==> src/rtl/dmem_arbiter.sv <==
// dmem_arbiter: shares the single data-memory port between the UART
// loader/dumper (io side) and the CPU core (core side). Each side's request
// is captured on its rising edge into a one-deep slot. Pending slots are
// granted round-robin and the memory strobe is held until mem_ready or the
// watchdog fires.
module dmem_arbiter #(
    parameter int unsigned TIMEOUT = 1024
) (
    input  logic        clk,
    input  logic        rstn,
    input  logic [31:0] io_addr,
    input  logic [31:0] io_wdata,
    input  logic        io_read,
    input  logic        io_write,
    output logic [31:0] io_rdata,
    output logic        io_ready,
    input  logic [31:0] c_addr,
    input  logic [31:0] c_wdata,
    input  logic        c_read,
    input  logic        c_write,
    output logic [31:0] c_rdata,
    output logic        c_ready,
    output logic [31:0] mem_addr,
    output logic [31:0] mem_wdata,
    output logic        mem_read,
    output logic        mem_write,
    input  logic [31:0] mem_rdata,
    input  logic        mem_ready,
    output logic        drop_err,
    output logic        timeout_err
);

    localparam int unsigned CNT_W = (TIMEOUT > 1) ? $clog2(TIMEOUT) : 1;
    localparam logic [CNT_W-1:0] CNT_LAST = CNT_W'((TIMEOUT > 0) ? (TIMEOUT - 1) : 0);

    localparam logic SIDE_IO   = 1'b0;
    localparam logic SIDE_CORE = 1'b1;

    typedef enum logic [0:0] {
        ST_IDLE = 1'b0,
        ST_BUSY = 1'b1
    } state_t;

    logic             io_req_q_r;
    logic             c_req_q_r;
    logic             io_pend_r;
    logic             c_pend_r;
    logic [31:0]      io_slot_addr_r;
    logic [31:0]      io_slot_wdata_r;
    logic             io_slot_wr_r;
    logic [31:0]      c_slot_addr_r;
    logic [31:0]      c_slot_wdata_r;
    logic             c_slot_wr_r;
    state_t           state_r;
    logic             last_grant_r;
    logic             grant_r;
    logic [CNT_W-1:0] wait_cnt_r;

    logic io_cap_s;
    logic c_cap_s;
    logic io_acc_s;
    logic c_acc_s;
    logic io_drop_s;
    logic c_drop_s;
    logic pick_io_s;
    logic wd_hit_s;

    // Request edge detection: accept into an empty slot, flag lost or ambiguous requests.
    always_comb begin
        io_cap_s  = (io_read | io_write) & ~io_req_q_r;
        c_cap_s   = (c_read | c_write) & ~c_req_q_r;
        io_acc_s  = io_cap_s & ~io_pend_r;
        c_acc_s   = c_cap_s & ~c_pend_r;
        io_drop_s = io_cap_s & (io_pend_r | (io_read & io_write));
        c_drop_s  = c_cap_s & (c_pend_r | (c_read & c_write));
    end

    // Round-robin choice: on a tie the side not served last wins.
    always_comb begin
        pick_io_s = 1'b0;
        if (io_pend_r && c_pend_r) begin
            pick_io_s = (last_grant_r == SIDE_CORE);
        end else if (io_pend_r) begin
            pick_io_s = 1'b1;
        end else begin
            pick_io_s = 1'b0;
        end
    end

    // Watchdog expiry; a zero TIMEOUT disables it entirely.
    always_comb begin
        wd_hit_s = 1'b0;
        if (TIMEOUT != 0) begin
            wd_hit_s = (wait_cnt_r == CNT_LAST);
        end else begin
            wd_hit_s = 1'b0;
        end
    end

    // Request history and slot capture; a write wins when read and write arrive together.
    always_ff @(posedge clk) begin
        if (!rstn) begin
            io_req_q_r      <= 1'b0;
            c_req_q_r       <= 1'b0;
            io_slot_addr_r  <= 32'h0;
            io_slot_wdata_r <= 32'h0;
            io_slot_wr_r    <= 1'b0;
            c_slot_addr_r   <= 32'h0;
            c_slot_wdata_r  <= 32'h0;
            c_slot_wr_r     <= 1'b0;
        end else begin
            io_req_q_r <= io_read | io_write;
            c_req_q_r  <= c_read | c_write;
            if (io_acc_s) begin
                io_slot_addr_r  <= io_addr;
                io_slot_wdata_r <= io_wdata;
                io_slot_wr_r    <= io_write;
            end
            if (c_acc_s) begin
                c_slot_addr_r  <= c_addr;
                c_slot_wdata_r <= c_wdata;
                c_slot_wr_r    <= c_write;
            end
        end
    end

    // Grant FSM: drives the memory port and returns data/ready to the winner.
    always_ff @(posedge clk) begin
        if (!rstn) begin
            state_r      <= ST_IDLE;
            last_grant_r <= SIDE_CORE;
            grant_r      <= SIDE_IO;
            wait_cnt_r   <= '0;
            io_pend_r    <= 1'b0;
            c_pend_r     <= 1'b0;
            mem_addr     <= 32'h0;
            mem_wdata    <= 32'h0;
            mem_read     <= 1'b0;
            mem_write    <= 1'b0;
            io_rdata     <= 32'h0;
            c_rdata      <= 32'h0;
            io_ready     <= 1'b0;
            c_ready      <= 1'b0;
            drop_err     <= 1'b0;
            timeout_err  <= 1'b0;
        end else begin
            io_ready <= 1'b0;
            c_ready  <= 1'b0;
            if (io_acc_s) begin
                io_pend_r <= 1'b1;
            end
            if (c_acc_s) begin
                c_pend_r <= 1'b1;
            end
            if (io_drop_s || c_drop_s) begin
                drop_err <= 1'b1;
            end
            case (state_r)
                ST_IDLE: begin
                    if (io_pend_r || c_pend_r) begin
                        grant_r    <= pick_io_s ? SIDE_IO : SIDE_CORE;
                        mem_addr   <= pick_io_s ? io_slot_addr_r : c_slot_addr_r;
                        mem_wdata  <= pick_io_s ? io_slot_wdata_r : c_slot_wdata_r;
                        mem_write  <= pick_io_s ? io_slot_wr_r : c_slot_wr_r;
                        mem_read   <= pick_io_s ? ~io_slot_wr_r : ~c_slot_wr_r;
                        wait_cnt_r <= '0;
                        state_r    <= ST_BUSY;
                    end
                end
                ST_BUSY: begin
                    if (mem_ready || wd_hit_s) begin
                        // Completion and watchdog abort share the hand-back path;
                        // an aborted access returns zero data.
                        mem_read     <= 1'b0;
                        mem_write    <= 1'b0;
                        last_grant_r <= grant_r;
                        state_r      <= ST_IDLE;
                        if (!mem_ready) begin
                            timeout_err <= 1'b1;
                        end
                        if (grant_r == SIDE_IO) begin
                            io_ready  <= 1'b1;
                            io_pend_r <= 1'b0;
                            if (!mem_ready) begin
                                io_rdata <= 32'h0;
                            end else if (mem_read) begin
                                io_rdata <= mem_rdata;
                            end
                        end else begin
                            c_ready  <= 1'b1;
                            c_pend_r <= 1'b0;
                            if (!mem_ready) begin
                                c_rdata <= 32'h0;
                            end else if (mem_read) begin
                                c_rdata <= mem_rdata;
                            end
                        end
                    end else begin
                        wait_cnt_r <= wait_cnt_r + CNT_W'(1);
                    end
                end
                default: begin
                    state_r   <= ST_IDLE;
                    mem_read  <= 1'b0;
                    mem_write <= 1'b0;
                end
            endcase
        end
    end

endmodule

==> config.mk <==
export PLATFORM = sky130hd
export DESIGN_NAME = dmem_arbiter
export DESIGN_NICKNAME = d
export VERILOG_FILES = /design/src/rtl/dmem_arbiter.sv
export SDC_FILE = /design/constraint.sdc
export NUM_CORES = 1
export LEC_CHECK = 0
export ABC_AREA = 1
export ABC_CLOCK_PERIOD_IN_PS = 1900
export BUFFER_PORTS_ARGS = -buffer_cell sky130_fd_sc_hd__buf_2
export CAP_MARGIN = 40
export CORE_MARGIN = 2
export CORE_UTILIZATION = 53
export DETAILED_ROUTE_END_ITERATION = 8
export PLACE_DENSITY = 0.8
export SYNTH_ARGS = -nofsm -noshare
export SYNTH_HDL_FRONTEND = slang
export SYNTH_SLANG_ARGS = --single-unit
==> constraint.sdc <==
create_clock -name clk -period 1.9 [get_ports clk]
set_clock_uncertainty 0.15 [all_clocks]
set_input_delay 0.095 -clock clk [delete_from_list [all_inputs] [get_ports clk]]
set_output_delay 0.095 -clock clk [all_outputs]
set_load 0.01 [all_outputs]
Word-level counts from Yosys, hierarchy flattened
Index checks and enable logic that the tools add are counted.

storage, ports and cells
  input bits = 167
  memory bits (read-only) = 0
  register bits = 281
  latch bits = 0
  bits in writable memories = 0
  memories = 0

operators by class
  eq/ne operators = 5
  $lt $le $gt $ge = 0
  mux-type cells = 30
  $add $sub $neg = 1
  divide/modulo/power cells = 0
  bitwise operators = 21
  shift operators = 0
  reductions and logical operators = 12
  multiply operators = 0

operators by type and width
  cell                                                             count
  32-bit two-way mux                                               4
  1-bit two-way mux                                                20
  10-bit two-way mux                                               2
  10-bit one-hot mux with 2 select lines                           1
  10-bit by 1-bit adder with 10-bit output, second input constant  1
  10-bit == test, second input constant                            1
  1-bit NOT                                                        9
  1-bit AND                                                        8
  2-bit AND reduction                                              4
  4-bit AND reduction                                              2
  2-bit != test, second input constant                             3
  1-bit one-hot mux with 2 select lines                            3
  3-bit AND reduction                                              2
  1-bit bitwise OR                                                 4
  1-bit logical OR                                                 3
  2-bit by 1-bit != test with 1-bit output, second input constant  1
  1-bit logical AND                                                1

Depth between registers and ports, before layout
Gate-level depths: netlist (run 1).

  word-level depth = 7
  mapped depth = 10
  mapped depth without buffers = 10

Worst setup path after synthesis (run 1)
No wires, ideal clock.

  path type = flip-flop to flip-flop
  start point = register wait_cnt_r[0]
  end point = register io_rdata[15]
  library setup time = 0.110 ns
  buffers on the path = 2
  stages on the path, launching flop included = 11
  required time = 1.640 ns
  path slack = 0.218 ns
  arrival = 1.422 ns
  path through = dfxtp_1 -> ha_1 -> nand2_1 -> nor2_2 -> nand3_2 -> nand2_4 -> buf_4 -> buf_4 -> nand4_1 -> nand2_1 -> nor2_1

between the ends
  longest elaborated chain between the ends = 3

ends and longest elaborated chain
  what                                  line  RTL
  from (decl)                           57    logic [CNT_W-1:0] wait_cnt_r;
  from (signal assigned)                199   wait_cnt_r <= wait_cnt_r + CNT_W'(1);
  10-bit == test                        94    wd_hit_s = (wait_cnt_r == CNT_LAST);
  1-bit logical OR                      171   if (mem_ready || wd_hit_s) begin
  4-bit AND reduction (no source line)  -
  to (signal assigned)                  187   io_rdata <= mem_rdata;
  to (decl)                             15    output logic [31:0] io_rdata,

Every way passes these cells.
A chain may end at the register's enable or synchronous reset.

Worst setup path after layout (run 1)
  start point = register wait_cnt_r[0]
  end point = register c_rdata[17]

between the ends
  longest elaborated chain between the ends = 3

ends and longest elaborated chain
  what                                  line  RTL
  10-bit == test                        94
  1-bit logical OR                      171
  4-bit AND reduction (no source line)  -
  to (signal assigned)                  195   c_rdata <= mem_rdata;
  to (decl)                             21    output logic [31:0] c_rdata,

Every way passes these cells.

==> flow_metrics.tcl, run 1 <==
set metrics [dict create \
    die_y_um 151.4 \
    syn_nets 1760 \
    pre_cts_ws_ns 0.01711 \
    nets 2193 \
    cap_violations 0 \
    ys_warn_count 0 \
    crit_path_end_kind "flop" \
    rows 53 \
    wl_um 38220 \
    post-route-util_pct 76.13 \
    p_per_area_nw_per_um2 921.2 \
    postLayoutCellArea_sq_um 16110 \
    io_pins 301 \
    crit_start "wait_cnt_r[0]" \
    vias 12510 \
    ant_nets 0 \
    critical_path_peak_fanout 44 \
    die_area_sq_um 22920 \
    drt_first_pass_iters 5 \
    setup_ws_ns 0.08555 \
    synth-seq-cells 281 \
    cts_buffers 29 \
    syn_inst 1592 \
    grt_max_degree 74 \
    hold_viol_final 0 \
    htreeDepth 1 \
    grt_util_met2_pct 56.18 \
    ir_worst_vdd_uv 739.5 \
    synthDistinctLibCells 26 \
    place_hpwl_um 21410 \
    critPathCapture "c_rdata[17]" \
    p_total_w 0.01484 \
    arrival_ns 2.12 \
    busiest_layer "met2" \
    clock_sinks 281 \
    die_x_um 151.4 \
    grt-ovfl-total 0 \
    criticalPathCategory "reg2reg" \
    grt_use_met3_pct 6.958 \
    r2r_cells 10 \
    antenna_found_initial 0 \
    combPwrFrac_pct 19.4 \
    worst_slew_pin_slew_ns 0.4265 \
    drv_slew 0 \
    p_sw_share_pct 28.63 \
    coreArea_sq_um 21150 \
    worstPathRequired_ns 2.20 \
    remaining_drc_errors 0 \
    p_seq_share_pct 44.9 \
    syn-cell-area_sq_um 11510 \
    timing.fmax_mhz 551.1 \
    drt_iter0_markers 976 \
    clockPowerShare_pct 35.7 \
    cts_root_buffer "clkbuf_16" \
    gp_congestion 0.8629 \
    p_sw_w 0.004248 \
    synth_seq_area_share_pct 48.86 \
    grt_usage_pct 32.37 \
    reg2reg_from "wait_cnt_r[0]" \
    hp-class "in2reg" \
    finalCritPeriodShare_pct 95.50 \
    drive_gt1_share_pct 19.94 \
    r2r_setup_slack_ns 0.09 \
    grt_first_pass_wirelength_um 59910 \
    max_slew_margin_pct 71.56 \
    path_clk_slew_ns 0.06 \
    cts_tree "done" \
    status "completed" \
    syn_avg_cell_area_sq_um 7.231 \
    start_util_pct 54.42 \
    area_growth_pct 39.90 \
    routedWlPerCell_um 16.45 \
    io_buffers 300 \
    startpoint_type "flop" \
    met1_usage_pct 36.90 \
    clkLatencyLatePin_ns 0.53 \
    finalCriticalPeriod_ns 1.814 \
    p_leak_nw 7.912 \
    p_int_w 0.01059 \
    timing.hold.ws_ns 0.2202 \
    grt_pass1_vias 12350 \
    worstReg2RegEnd "c_rdata[17]" \
    setup_viol 0 \
    place_area_sq_um 13430 \
    via_per_inst 5.387 \
    cts_buffer_depth 3 \
]
==> worst min path at each step <==
stage	slack [ns]	endpoint	cells after the start	start
floorplan	0.09	c_slot_addr_r[0]	2	c_addr[0]
global placement	0.20	c_slot_addr_r[17]	3	c_addr[17]
detailed placement	0.20	c_slot_addr_r[14]	3	c_addr[14]
CTS	0.20	c_slot_wdata_r[28]	4	c_wdata[28]
global route	0.23	c_slot_wdata_r[8]	4	c_wdata[8]
finish	0.22	c_slot_wdata_r[11]	4	c_wdata[11]
==> worst max-delay path: stages, from the launching register on <==
cell and delay (ns):
dfxtp_2 0.36, ha_2 0.19, nand2_2 0.09, nor2_4 0.16
nand3_4 0.12, nand2_8 0.12, nand3_4 0.07, buf_12 0.18
nand2_1 0.08, nand2_1 0.07, nor2_1 0.13
==> power by group through the flow <==
stage	Combinational (W)	Sequential, W	Clock [W]
final	0.00287	0.00666	0.00530
after global routing	0.00315	0.00670	0.00560
after CTS	0.00273	0.00664	0.00533
after detailed placement	0.00244	0.00675	0
after global placement	0.00239	0.00675	0
after floorplan	0.00138	0.00683	0
==> cells in the final DEF, fill, tap and decap left out, types with 2 or more instances in the layout <==
| cell | count |
|---|---|
| buf_12 | 18 |
| a21boi_0 | 2 |
| buf_6 | 4 |
| diode_2 | 2 |
| o21ai_0 | 125 |
| nand3_2 | 2 |
| nand3_1 | 17 |
| a21oi_1 | 205 |
| clkinvlp_4 | 2 |
| o21bai_1 | 2 |
| inv_1 | 267 |
| dfxtp_2 | 2 |
| inv_2 | 6 |
| nand4_1 | 39 |
| buf_2 | 299 |
| nor2_1 | 105 |
| clkbuf_1 | 12 |
| dlygate4sd3_1 | 168 |
| o211ai_1 | 72 |
| nand3_4 | 4 |
| buf_4 | 23 |
| nand2_2 | 3 |
| dfxtp_1 | 279 |
| nor3b_1 | 2 |
| clkinv_2 | 4 |
| o21ai_4 | 2 |
| clkbuf_8 | 5 |
| clkbuf_16 | 30 |
| nand2_1 | 341 |
==> through the flow <==
| stage | std cells | TNS (ns) |
|---|---|---|
| 5_1_grt | 2321 | -0.02377 |
| 6_report | 2323 | 0 |
| 3_5_place_dp | 2095 | 0 |
| 3_3_place_gp | 2095 | 0 |
| 4_1_cts | 2315 | 0 |
| 2_1_floorplan | 1592 | 0 |
==> cell families (layout without fill, tap and decap cells) <==
| kind of cell | Yosys count | after routing | share of synthesized area, % |
|---|---|---|---|
| compound gates | 408 | 408 | 19.45 |
| xor+xnor | 1 | 1 | 0.07609 |
| fa+ha+maj | 1 | 1 | 0.1087 |
| buf+inv | 384 | 838 | 13.07 |
| flops | 281 | 281 | 48.86 |
| other cells | 0 | 2 | 0 |
| simple gates | 517 | 517 | 18.42 |
==> flip-flops by register name, summed over array words and instances, names as in the netlist, 10 cells and up <==
name and flops:
c_rdata 32, c_slot_addr_r 32, c_slot_wdata_r 32, io_rdata 32
io_slot_addr_r 32, io_slot_wdata_r 32, mem_addr 32, mem_wdata 32
wait_cnt_r 10
==> cells in the mapped netlist <==
master / count / share of area [%]
buf_4: 4 / 0.26
ha_1: 1 / 0.11
a21boi_0: 2 / 0.13
dfxtp_1: 281 / 49
o21ai_0: 125 / 5.4
nand3_1: 20 / 0.87
nor3b_1: 2 / 0.13
nand3_2: 1 / 0.087
o21ai_2: 2 / 0.15
buf_2: 39 / 1.7
inv_2: 6 / 0.20
nand2_4: 1 / 0.098
a21oi_1: 205 / 8.9
nor2_1: 105 / 3.4
nor3_1: 1 / 0.043
o21bai_1: 2 / 0.13
clkbuf_1: 62 / 2.0
inv_1: 267 / 8.7
buf_1: 6 / 0.20
nand3_4: 2 / 0.30
xor2_1: 1 / 0.076
nand2_1: 343 / 11
nand2_2: 1 / 0.054
nor2_2: 2 / 0.11
o211ai_1: 72 / 4.7
nand4_1: 39 / 2.1
==> final cells by class <==
class | count | area (sq um)
Sequential cell | 281 | 5628
Fill cell | 1365 | 5049
Multi-Input combinational cell | 927 | 4448
Timing Repair Buffer | 513 | 3781
Inverter | 273 | 1025
Clock buffer | 46 | 839.6
Tap cell | 275 | 344.1
Clock inverter | 6 | 35.03
Antenna cell | 2 | 5.005
==> layer usage <==
| metal | up-vias | part of all wire, % |
|---|---|---|
| met3 | 176 | 8.7 |
| li1 | 5920 | - |
| met1 | 5707 | 38 |
| met4 | 0 | 5.2 |
| met2 | 711 | 49 |
| met5 | - | 0 |
==> timing repair <==
item | CTS | global route
setup buffers | 0 | 5
resized for setup | 0 | 12
setup endpoints to repair | 0 | 106
hold buffers | 168 | 0
endpoints found under the hold margin | 216 | 0
(Power assumes the default switching activity.)
==> run 2, diff against run 1 <==
==> constraint.sdc (replaced) <==
create_clock -name clk -period 1.9 [get_ports clk]
set_clock_uncertainty 0.15 [all_clocks]
set_input_delay 0.38 -clock clk [delete_from_list [all_inputs] [get_ports clk]]
set_output_delay 0.38 -clock clk [all_outputs]
set_load 0.01 [all_outputs]
==> flow_metrics.tcl, run 2 (synthesized netlist as in run 1, its figures left out) <==
set metrics [dict create \
    finalCriticalPeriod_ns 1.847 \
    wl_um 37720 \
    cts_root_buffer "clkbuf_16" \
    area_growth_pct 37.13 \
    clock_sinks 281 \
    max_slew_margin_pct 73.40 \
    cts_tree "done" \
    final_common_cell "nand2_1" \
    remaining_drc_errors 0 \
    place_area_sq_um 13350 \
    via_per_inst 5.384 \
    routedWlPerCell_um 16.60 \
    vias 12230 \
    worst_slew_pin_slew_ns 0.3948 \
    grt_usage_pct 30.57 \
    grt_max_degree 93 \
    drt_iter0_markers 975 \
    worstPathRequired_ns 2.23 \
    start_util_pct 54.42 \
    status "completed" \
    clkLatencyLatePin_ns 0.55 \
    rsz0062_at_grt "true" \
    die_area_sq_um 22920 \
    grt-ovfl-total 0 \
    place_hpwl_um 21100 \
    cap_violations 0 \
    gp_congestion 0.8318 \
    cp_cell_sequence "ha_2 > nand2_2 > nor2_4 > nand3_4 > nand2_4 > nand3_4 > clkbuf_16 > nand2_1 > nand2_1 > nor2_1" \
    ant_nets 0 \
    antenna_found_initial 2 \
    ir_worst_vdd_uv 750.3 \
    criticalPathCategory "reg2reg" \
    timing.hold.ws_ns 0.006146 \
    final_cell_mix "nand2_1, buf_2, dfxtp_1" \
    postLayoutCellArea_sq_um 15790 \
    p_per_area_nw_per_um2 992.5 \
    die_x_um 151.4 \
    coreArea_sq_um 21150 \
    drive_gt1_share_pct 20.75 \
    cts_buffers 30 \
    path_clk_slew_ns 0.06 \
    max_stage_delay_ns 0.35 \
    die_y_um 151.4 \
    crit_path_end_kind "flop" \
    p_leak_nw 7.802 \
    io_pins 301 \
    htreeDepth 1 \
    critical_path_peak_fanout 22 \
    rows 53 \
    grt_pass1_vias 11800 \
    timing.fmax_mhz 541.4 \
    nets 2140 \
    cts_buffer_depth 3 \
    setup_viol 0 \
    fillCellCount 1475 \
    drv_slew 0 \
    finalCritPeriodShare_pct 97.21 \
    arrival_ns 2.18 \
    drt_first_pass_iters 7 \
    io_buffers 300 \
    grt_first_pass_wirelength_um 56750 \
    cpMaxStageDelayCell "dfxtp_2" \
    hp-class "in2reg" \
    startpoint_type "flop" \
    hold_viol_final 0 \
]
==> run 2: changes by cell type in the layout (fill, tap and decap cells not counted), sizes merged <==
cell / change
buf: -6
dlygate4sd3: -51
inv: -1
clkbuf: +2
bufinv: +4
clkinvlp: -1
clkinv: +2
==> run 2: timing repair <==
| action | CTS | global route |
|---|---|---|
| endpoints found under the hold margin | 116 | 0 |
| endpoints found under the setup margin | 0 | 81 |
| setup buffers | 0 | 5 |
| hold buffers | 117 | 0 |
| resized for setup | 0 | 17 |
==> run 2: worst paths after layout <==
| check | startpoint | to | slack (ns) | cells after the start |
|---|---|---|---|---|
| hold reg to reg | io_slot_addr_r[13] | io_slot_addr_r[13] | 0.30 | 2 |
| setup / recovery | wait_cnt_r[1] | c_rdata[17] | 0.05 | 10 |
| setup reg to reg | wait_cnt_r[1] | c_rdata[17] | 0.05 | 10 |
| hold / removal | io_addr[10] | io_slot_addr_r[10] | 0.006 | 3 |
==> run 2: final cells by class <==
cell class / count / area (sq um) / share of cell area, %
Multi-Input combinational cell: 927 / 4437 / 28.10
Timing Repair Buffer: 459 / 3283 / 20.80
Antenna cell: 2 / 5.005 / 0.03170
Clock buffer: 45 / 908.4 / 5.754
Sequential cell: 281 / 5628 / 35.65
Tap cell: 275 / 344.1 / 2.180
Inverter: 273 / 1031 / 6.531
Clock inverter: 10 / 150.1 / 0.9511
==> run 2: critical path, delay by kind of cell, from the launching register on <==
kind	cells	cell delay (ns)
and+or+nand+nor	8	0.86
adders and majority gates	1	0.19
buffers and inverters	1	0.23
DFF	1	0.35
==> run 2: per-stage QoR <==
step | setup WS, ns | std cells | power [W] | TNS (ns) | utilization [%]
after CTS | 0.04497 | 2261 | 0.01550 | 0 | 73.66
after floorplan | 0.2182 | 1592 | 0.008209 | 0 | -
after detailed placement | 0.05668 | 2089 | 0.009173 | 0 | 63.12
after global placement | 0.1622 | 2089 | 0.009111 | 0 | 63.12
after global routing | -0.05622 | 2272 | 0.01624 | -0.5915 | 74.63
final | 0.05302 | 2272 | 0.01567 | 0 | 74.63
==> run 2: layer usage <==
layer	vias up	share of wire, %	GRT usage [%]	wire (um)
li1	5808	-	-	-
met1	5590	38	36.15	14440
met2	680	49	53.35	18400
met3	154	8.5	5.663	3218
met4	0	4.4	14.72	1661
met5	-	0	0	0
==> run 2: power breakdown <==
part	switching [W]	leakage, nW	internal (W)
Sequential	0.000264	2.31	0.00640
Clock	0.00238	0.527	0.00382
Combinational	0.00169	4.97	0.00112
Total	0.00433	7.80	0.0113
